==> src/rtl/reg_file_param_pkg.sv <==
// Shared constants for the parameterised register file.
//   RF_ST_*   : init-sweep FSM state encodings
//   RF_INIT_* : values accepted by the INIT_MODE parameter
package reg_file_param_pkg;

  localparam logic [0:0] RF_ST_INIT = 1'b0;
  localparam logic [0:0] RF_ST_RUN  = 1'b1;

  localparam int RF_INIT_ZERO  = 0;
  localparam int RF_INIT_INDEX = 1;

endpackage

==> src/rtl/reg_file_param_if.sv <==
// Bus between the decode stage and the register file.
//   write/WR/WD/WBE : write port (byte enables, WBE[i] covers WD[8i+7:8i])
//   PR              : packed read addresses, port k = PR[k*ADDR_W +: ADDR_W]
//   RD              : packed read data,      port k = RD[k*DATA_W +: DATA_W]
//   ready           : file initialised; writes are ignored while low
// master = decode stage side, slave = register file side.
interface reg_file_param_if #(
  parameter int DATA_W = 32,
  parameter int ADDR_W = 5,
  parameter int NUM_RD = 2
);
  logic                       write;
  logic [ADDR_W-1:0]          WR;
  logic [DATA_W-1:0]          WD;
  logic [DATA_W/8-1:0]        WBE;
  logic [NUM_RD*ADDR_W-1:0]   PR;
  logic [NUM_RD*DATA_W-1:0]   RD;
  logic                       ready;

  modport master (output write, WR, WD, WBE, PR, input RD, ready);
  modport slave  (input write, WR, WD, WBE, PR, output RD, ready);
endinterface

==> src/rtl/reg_file_init_fsm.sv <==
// Post-reset init sweep controller for the register file.
//   clk, rst      : clock, synchronous active-high reset
//   o_init_we     : sweep is writing the init value this cycle
//   o_init_addr   : register being initialised
//   o_ready       : sweep finished, file usable
//
//   state | meaning
//   ------+----------------------------------------------------------
//   INIT  | writing one register per edge, pointer walks 0..DEPTH-1
//   RUN   | sweep done, ready high until the next reset
module reg_file_init_fsm
  import reg_file_param_pkg::*;
#(
  parameter int ADDR_W = 5
) (
  input  logic              clk,
  input  logic              rst,
  output logic              o_init_we,
  output logic [ADDR_W-1:0] o_init_addr,
  output logic              o_ready
);

  logic [0:0]        r_state;
  logic [ADDR_W-1:0] r_ptr;

  always_ff @(posedge clk) begin
    if (rst) begin
      r_state <= RF_ST_INIT;
      r_ptr   <= '0;
    end else if (r_state == RF_ST_INIT) begin
      // Last register written this edge: leave INIT without bumping the
      // pointer so it never wraps back to 0.
      if (r_ptr == {ADDR_W{1'b1}}) begin
        r_state <= RF_ST_RUN;
      end else begin
        r_ptr <= r_ptr + ADDR_W'(1);
      end
    end
  end

  // A reset edge must not also perform a sweep write.
  assign o_init_we   = (r_state == RF_ST_INIT) && !rst;
  assign o_init_addr = r_ptr;
  assign o_ready     = (r_state == RF_ST_RUN);

endmodule

==> src/rtl/reg_file_param.sv <==
// Parameterised register file: NUM_RD combinational read ports, one
// byte-enabled write port with optional write-through bypass, optional
// hardwired-zero register 0, and a post-reset init sweep.
//   clk, rst : clock, synchronous active-high reset
//   bus      : reg_file_param_if slave (write/WR/WD/WBE/PR in, RD/ready out)
module reg_file_param
  import reg_file_param_pkg::*;
#(
  parameter int DATA_W    = 32,
  parameter int ADDR_W    = 5,
  parameter int NUM_RD    = 2,
  parameter int ZERO_REG  = 1,
  parameter int BYPASS    = 1,
  parameter int INIT_MODE = 1
) (
  input  logic             clk,
  input  logic             rst,
  reg_file_param_if.slave  bus
);

  localparam int DEPTH = 2 ** ADDR_W;
  localparam int NB    = DATA_W / 8;

  logic [DATA_W-1:0] r_mem [DEPTH];

  logic              w_init_we;
  logic [ADDR_W-1:0] w_init_addr;
  logic              w_ready;
  logic [DATA_W-1:0] w_init_val;
  logic              w_port_we;
  logic [DATA_W-1:0] w_merged;

  reg_file_init_fsm #(.ADDR_W(ADDR_W)) u_init_fsm (
    .clk         (clk),
    .rst         (rst),
    .o_init_we   (w_init_we),
    .o_init_addr (w_init_addr),
    .o_ready     (w_ready)
  );

  assign w_init_val = (INIT_MODE == RF_INIT_INDEX) ? DATA_W'(w_init_addr) : '0;

  // Port write is live only once ready, and never targets a hardwired reg 0.
  assign w_port_we = w_ready && bus.write &&
                     !((ZERO_REG != 0) && (bus.WR == '0));

  // Post-write value of mem[WR]; feeds both the array and the bypass path.
  always_comb begin
    w_merged = r_mem[bus.WR];
    for (int i = 0; i < NB; i++) begin
      if (bus.WBE[i]) w_merged[8*i +: 8] = bus.WD[8*i +: 8];
    end
  end

  always_ff @(posedge clk) begin
    if (!rst) begin
      if (w_init_we) begin
        r_mem[w_init_addr] <= w_init_val;
      end else if (w_port_we) begin
        r_mem[bus.WR] <= w_merged;
      end
    end
  end

  assign bus.ready = w_ready;

  for (genvar k = 0; k < NUM_RD; k++) begin : g_rd
    logic [ADDR_W-1:0] w_addr;
    logic [DATA_W-1:0] w_data;

    assign w_addr = bus.PR[k*ADDR_W +: ADDR_W];

    always_comb begin
      if (!w_ready) begin
        w_data = '0;
      end else if ((ZERO_REG != 0) && (w_addr == '0)) begin
        w_data = '0;
      end else if ((BYPASS != 0) && w_port_we && (w_addr == bus.WR)) begin
        w_data = w_merged;
      end else begin
        w_data = r_mem[w_addr];
      end
    end

    assign bus.RD[k*DATA_W +: DATA_W] = w_data;
  end

endmodule

==> src/flat_wrapper.sv <==
// flat-port wrapper written by rule: the top's interface ports become plain ports
module reg_file_param_flat import reg_file_param_pkg::*;
#(
  parameter int DATA_W    = 32,
  parameter int ADDR_W    = 5,
  parameter int NUM_RD    = 2,
  parameter int ZERO_REG  = 1,
  parameter int BYPASS    = 1,
  parameter int INIT_MODE = 1
)
  (clk, rst, bus_write, bus_WR, bus_WD, bus_WBE, bus_PR, bus_RD, bus_ready);
  reg_file_param_if #(.DATA_W(DATA_W), .ADDR_W(ADDR_W), .NUM_RD(NUM_RD)) bus_i ();
  input  logic clk;
  input  logic rst;
  input wire logic [$bits(bus_i.write)-1:0] bus_write;
  input wire logic [$bits(bus_i.WR)-1:0] bus_WR;
  input wire logic [$bits(bus_i.WD)-1:0] bus_WD;
  input wire logic [$bits(bus_i.WBE)-1:0] bus_WBE;
  input wire logic [$bits(bus_i.PR)-1:0] bus_PR;
  output wire logic [$bits(bus_i.RD)-1:0] bus_RD;
  output wire logic [$bits(bus_i.ready)-1:0] bus_ready;
  assign bus_i.write = bus_write;
  assign bus_i.WR = bus_WR;
  assign bus_i.WD = bus_WD;
  assign bus_i.WBE = bus_WBE;
  assign bus_i.PR = bus_PR;
  assign bus_RD = bus_i.RD;
  assign bus_ready = bus_i.ready;
  reg_file_param #(.DATA_W(DATA_W), .ADDR_W(ADDR_W), .NUM_RD(NUM_RD), .ZERO_REG(ZERO_REG), .BYPASS(BYPASS), .INIT_MODE(INIT_MODE)) u_core (.clk(clk), .rst(rst), .bus(bus_i));
endmodule
==> config.mk <==
export PLATFORM = sky130hd
export DESIGN_NAME = reg_file_param_flat
export DESIGN_NICKNAME = d
export VERILOG_FILES = /design/src/rtl/reg_file_param_pkg.sv /design/src/rtl/reg_file_param_if.sv /design/src/rtl/reg_file_init_fsm.sv /design/src/rtl/reg_file_param.sv /design/src/flat_wrapper.sv
export SDC_FILE = /design/constraint.sdc
export NUM_CORES = 2
export LEC_CHECK = 0
export ABC_CLOCK_PERIOD_IN_PS = 3600
export CAP_MARGIN = 40
export CORE_AREA = 2 2 321 323
export DETAILED_ROUTE_END_ITERATION = 8
export DIE_AREA = 0 0 323 325
export PLACE_DENSITY_LB_ADDON = 0.2
export SYNTH_ARGS = -nofsm -noshare
export SYNTH_HDL_FRONTEND = slang
export SYNTH_HIERARCHICAL = 1
export SYNTH_SLANG_ARGS = --single-unit
export TNS_END_PERCENT = 30
==> constraint.sdc <==
create_clock -name clk -period 3.6 [get_ports clk]
set_input_delay 0.54 -clock clk [delete_from_list [all_inputs] [get_ports clk]]
set_output_delay 0.54 -clock clk [all_outputs]
set_load 0.01 [all_outputs]
### After elaboration in Yosys (flattened, before gate mapping)

Memories as Yosys holds them, arrays and structs flattened.
Index checks and enable logic that the tools add are counted.

* mux-type cells: 22
* bitwise operators: 2
* reduce and logical (&&, ||, !) cells: 12
* equality and inequality tests: 3
* $add $sub $neg: 1

Operator list (number)
* 2-to-1 mux 32 bit: 7
* 2-to-1 mux 8 bit: 4
* OR reduction 32 bit: 1
* zero test 5 bit: 3
* equality test 5 bit: 2
* 2-to-1 mux 1 bit: 10
* adder 5 x 1 -> 5 bit (second input constant): 1
* equality test 5 bit (second input constant): 1
* logical AND 1 bit: 5
* 2-to-1 mux 5 bit: 1
* zero test 1 bit: 2
* NOT 1 bit: 2
* AND reduction 2 bit: 1

* memory bits (writable): 1024
* memories: 1
* input port bits: 54
* logic and storage cells: 43
* bits in registers: 6

Memory list
* u_core.r_mem: words 32, bits a word 32, rd ports 3, clocked after Yosys merged registers in 0, wr ports 1, RTL line reg_file_param.sv:24 `logic [DATA_W-1:0] r_mem [DEPTH];`

### Logic depth before layout (Yosys ltp)

* depth after elaboration: 9
* gate-level depth with buffers: 11
* gate-level depth less buffers: 7

### Hierarchy

The synthesis kept the hierarchy.

Modules (own cells, without submodules)
* reg_file_param: times used 1, cells an instance 3337, seq. area each 30749.5 sq um, area an instance 57053.5 sq um
* reg_file_init_fsm: times used 1, cells an instance 28, seq. area each 120.1 sq um, area an instance 271.5 sq um

### Worst setup path before layout

No wires, ideal clock.

* path kind: input to register
* start point: in bus_WR[0]
* end point: mem u_core.r_mem[0][0], data pin
* path buffers: 3
* slack: -0.264 ns
* library setup time: 0.454 ns
* stages on the path: 9
* arrival time: 3.410 ns
* required time: 3.146 ns
* path through: buf_4 buf_4 buf_4 mux4_2 o22ai_1 or4_1 nor2_1 a21oi_1 o21ai_0

* cells in the longest elaborated chain, start to end: 9
* elaborated cells between the ends (all ways): 11
* those cells by class: mux: 6; reduce/logical: 4; memory: 1

Ends and longest elaborated chain
* start: declaration: RTL line flat_wrapper.sv:16 `input wire logic [$bits(bus_i.WR)-1:0] bus_WR;`
* zero test 5 bit: RTL line reg_file_param.sv:45 `!((ZERO_REG != 0) && (bus.WR == '0));`
* zero test 1 bit: RTL line reg_file_param.sv:45
* logical AND 1 bit: RTL line reg_file_param.sv:44 `assign w_port_we = w_ready && bus.write &&`
* 2-to-1 mux 1 bit: RTL line reg_file_param.sv:59 `end else if (w_port_we) begin`
* 2-to-1 mux 1 bit: RTL line reg_file_param.sv:57 `if (w_init_we) begin`
* 2-to-1 mux 1 bit: RTL line reg_file_param.sv:56 `if (!rst) begin`
* 2-to-1 mux 1 bit (implied by the code): RTL line reg_file_param.sv:60 `r_mem[bus.WR] <= w_merged;`
* OR reduction 32 bit (no line)
* 2-to-1 mux 32 bit (no line) (*)
* end: declaration: RTL line reg_file_param.sv:24

Mark *: on every way between the ends. The rest lies on a longest branch, timed or not.

### Worst setup path after layout

* start point: in bus_WR[0]
* end point: out bus_RD[29]

* cells in the longest elaborated chain, start to end: 7
* elaborated cells between the ends (all ways): 10
* those cells by class: eq/ne: 1; mux: 4; reduce/logical: 4; memory: 1

Ends and longest elaborated chain
* parallel branches: the longest is 4 deep, another holds memory read (32 x 32 bit)
* 2-to-1 mux 32 bit (*): RTL line reg_file_param.sv:78 `end else if ((BYPASS != 0) && w_port_we && (w_addr == bus.WR)) begin`
* 2-to-1 mux 32 bit (*): RTL line reg_file_param.sv:76 `end else if ((ZERO_REG != 0) && (w_addr == '0)) begin`
* 2-to-1 mux 32 bit (*): RTL line reg_file_param.sv:74 `if (!w_ready) begin`
* end: declaration: RTL line flat_wrapper.sv:20 `output wire logic [$bits(bus_i.RD)-1:0] bus_RD;`

Mark *: on every way between the ends.

==> qor.csv <==
stage;metric;value;unit
run_status;status;finished with violations;
run_status;violations;negative setup slack;
cells_and_area;multiInputGateArea;25600;sq um
global_route;grt_pass1_vias;41900;
global_route;grt_max_degree;50;
placement;dp.cells;5102;
logic_synthesis;syn_area_per_cell;17.0;sq um
pwr;power_density;393;nW/um^2
logic_synthesis;synth_area;57300;sq um
setup_path;worstPathCellList;buf_16 -> buf_16 -> buf_12 -> buf_4 -> mux4_2 -> mux4_2 -> nor2b_1 -> a211oi_2 -> buf_4 -> nor3_1 -> a21o_1 -> dlygate4sd2_1;
floorplanning;num_rows;117;
sta;fin_ws;-0.243;ns
worst_hold_path;hold_path_depth;2;
logic_synthesis;synthFlopType;edfxtp_1;
logic_synthesis;ys_ff_latch;1030;
setup_path;critPathArrivalTime;3.30;ns
sta;finalMaxSlewViolations;0;
cts;clk_latency;0.74;ns
setup_path;critPathRequiredTime;3.06;ns
pwr;max-vdd-ir-drop;0.000444;V
worst_hold_path;hold_end;u_core/u_init_fsm/o_init_addr[1]$_SDFFE_PP0P_;
detailed_routing;vias_per_cell;7.85;
detailed_routing;drc_errors;0;
cells_and_area;layoutNonFillerInstCount;5377;
setup_path;crit-reg2reg-launch;u_core/u_init_fsm/o_ready$_SDFF_PP0_;
cells_and_area;final_common_cell;edfxtp_1;
detailed_routing;ant_nets;0;
floorplanning;initial_core_util;0.566;
sta;timing.hold.ws;0.667;ns
sta;finalSetupTns;-1.69;ns
placement;routabilityCongestion;0.965;
detailed_routing;via_count;42200;
worst_hold_path;hold_start;u_core/u_init_fsm/o_init_addr[1]$_SDFFE_PP0P_;
global_route;antenna_found_initial;6;
sta;rsz0062_at_grt;yes;
logic_synthesis;synth_fp_nets;3421;
setup_path;end_kind;output pin;
setup_path;reg2reg_depth;10;
placement;place_hpwl;138;mm
cts;cts-hold-fix-buffers;0;
logic_synthesis;async_flop_share;0;
floorplanning;io_pins;119;
worst_hold_path;hold_path.class;flip-flop to flip-flop;
sta;hold_viol;0;
sta;fmax;260;MHz
cts;htree_levels;3;
global_route;grt.overflow.total;0;
logic_synthesis;synth_edf_count;1024;
pwr;leakage;0.0253;uW
floorplanning;core;101000;sq um
setup_path;cp_top_family;buffers and inverters;
cells_and_area;area_delta_synth_final;22.2;%
cts;clk_pin_slew;0.07;ns
global_route;grt_pass1_wl;310;mm
cts;cts_tree;done;
logic_synthesis;ys_types;63;
cts;clk_path_buf_depth;3;
setup_path;cpMaxStageDelayCell;mux4_2;
detailed_routing;drtPass1Iterations;8;
cells_and_area;final_core_util;0.692;
detailed_routing;drt_iter0_drc;8230;
global_route;track_usage;0.423;
cts;cts-root-buf;clkbuf_16;
sta;period_minus_slack;3.84;ns
detailed_routing;wl;222;mm
setup_path;cp_slowest_stage_delay;0.49;ns
sta;post-route-period-util;1.07;
cells_and_area;drive_above_1_share;0.420;
setup_path;rrSetupSlack;0.54;ns
setup_path;cp-start-kind;input port;
placement;port_buffers;118;
cells_and_area;final_nets;3967;
cts;clock_sinks;1030;
flow_run;drv_cap;0;
floorplanning;die_h;325;microns
cts;cts_inserted_buffers;108;
setup_path;path_class;input port to output pin;
logic_synthesis;synthCells;3365;
floorplanning;die-width;323;microns
setup_path;cp_num_buf_inv;6;
sta;timing.slew.headroom;0.487;
sta;worst_clock_skew;0.0308;ns
cells_and_area;fill_cells;6571;
sta;worstMarginPinSlew;0.768;ns
logic_synthesis;yosysWarnings;6;
cells_and_area;seqCellArea;30900;sq um
detailed_routing;post_drt_wl_per_cell;41.2;microns
logic_synthesis;ys_seq_area_frac;0.539;
setup_path;reg2reg_to;u_core/r_mem[12][20]$_DFFE_PP_;
floorplanning;dieArea;105000;sq um
setup_path;crit_path_max_fanout;6;
cells_and_area;mostFrequentLayoutCells;1,024 x edfxtp_1, 704 x mux4_2, 446 x buf_4, 249 x mux2i_1, 170 x nand2_1;
sta;setup_viol;21;
==> worst max path at each step <==
stage                                              start                            end  slack [ns]  depth (start not counted)
after floorplan                                bus_WR[3]  u_core/r_mem[10][0]$_DFFE_PP_       -0.23                          8
after global placement                         bus_WR[4]                     bus_RD[33]       -0.85                         10
after detailed placement                       bus_WR[4]                     bus_RD[33]       -0.78                         10
after CTS                 u_core/r_mem[14][27]$_DFFE_PP_                     bus_RD[27]       -0.20                          8
after global routing      u_core/r_mem[14][27]$_DFFE_PP_                     bus_RD[27]       -0.24                          8
final                                          bus_WR[0]                     bus_RD[29]       -0.24                         12
==> cells by family (layout without fill, tap and decap cells) <==
logic type,Yosys count,after routing,synth area share
xor gates and xnor gates,12,12,0.00183
and+or+nand+nor,492,492,0.0408
muxes,984,984,0.326
adders and majority gates,2,2,0.000436
DFF,1030,1030,0.539
buffers and inverters,328,969,0.0265
AOI/OAI and AO/OA,517,517,0.0658
other,0,3,0
==> report_power, final <==
group / leakage [uW] / switching [uW] / internal [uW]
combinational: 0.0129 / 1800 / 1480
sequential: 0.0107 / 36.8 / 13100
clock: 0.00170 / 4870 / 6280
total: 0.0253 / 6700 / 20800
==> per-stage QoR <==
stage	total power [uW]	cell area (sq um)	setup WS, ns
finish	27500	70100	-0.243
CTS	27400	69800	-0.205
global placement	16300	65300	-0.846
floorplan	15000	57300	-0.230
global route	28100	70000	-0.244
detailed placement	16400	65400	-0.776
==> worst min-delay path, cell delays in order, from the launching register on <==
cell and delay [ns]:
dfxtp_1 0.41, o21ai_0 0.13, a21oi_1 0.08
==> repair_timing <==
action                     CTS  global route
pin swaps                   17             8
cloned                      10             0
setup buffers               51             6
setup endpoints to repair   64            56
resized for setup          168            69
==> synth_stat cells, types with 7 or more instances <==
library cell	n	share of area
buf_4	26	0.0034
buf_1	32	0.0021
o2111ai_1	16	0.0024
a21o_1	27	0.0035
a221oi_1	36	0.0055
mux2i_1	252	0.044
mux2_2	27	0.0053
a22oi_1	7	0.00092
nor2b_1	48	0.0052
clkbuf_1	142	0.0093
o31ai_1	25	0.0033
or4_1	7	0.00092
a211o_1	12	0.0018
nand4_1	9	0.00098
buf_2	105	0.0092
nand2b_1	9	0.00098
a2111oi_0	10	0.0015
nor3_1	26	0.0023
a211oi_1	25	0.0033
mux4_2	704	0.28
buf_6	8	0.0016
nand2_1	171	0.011
a2111o_1	12	0.0024
and2_1	22	0.0024
o22ai_1	67	0.0073
o32ai_1	8	0.0012
a32oi_1	16	0.0024
nand3b_1	9	0.0012
or3_1	28	0.0031
o21ai_0	48	0.0042
edfxtp_1	1024	0.54
o21bai_1	10	0.0013
a31oi_1	16	0.0017
xnor2_1	8	0.0012
o221ai_1	45	0.0069
nor2_1	130	0.0085
a211oi_2	15	0.0033
a21oi_1	80	0.0070
o211ai_1	21	0.0028
inv_1	15	0.00098
nand3_1	11	0.00096
==> layout make-up <==
class / instances / area share
multi-input combinational: 2007 / 0.366
inverter: 15 / 0.000822
sequential: 1030 / 0.441
clock buffer: 133 / 0.0408
tap: 1368 / 0.0244
clock inverter: 72 / 0.00881
timing repair buffer: 749 / 0.119
antenna: 3 / 0.000107
==> flip-flops by register name, indices dropped and copies added, names as in the netlist <==
signal and flops:
u_core/r_mem 1024, u_core/u_init_fsm/o_init_addr 5, u_core/u_init_fsm/o_ready 1
==> metal layers <==
| metal | share of wire | track usage | up-vias |
|---|---|---|---|
| met4 | 0.074 | 0.239 | 10 |
| li1 | - | - | 15600 |
| met5 | 0.00027 | 0 | - |
| met1 | 0.32 | 0.562 | 21100 |
| met2 | 0.43 | 0.603 | 4439 |
| met3 | 0.17 | 0.160 | 1029 |
Note: power is estimated with default switching activity, not from simulation.
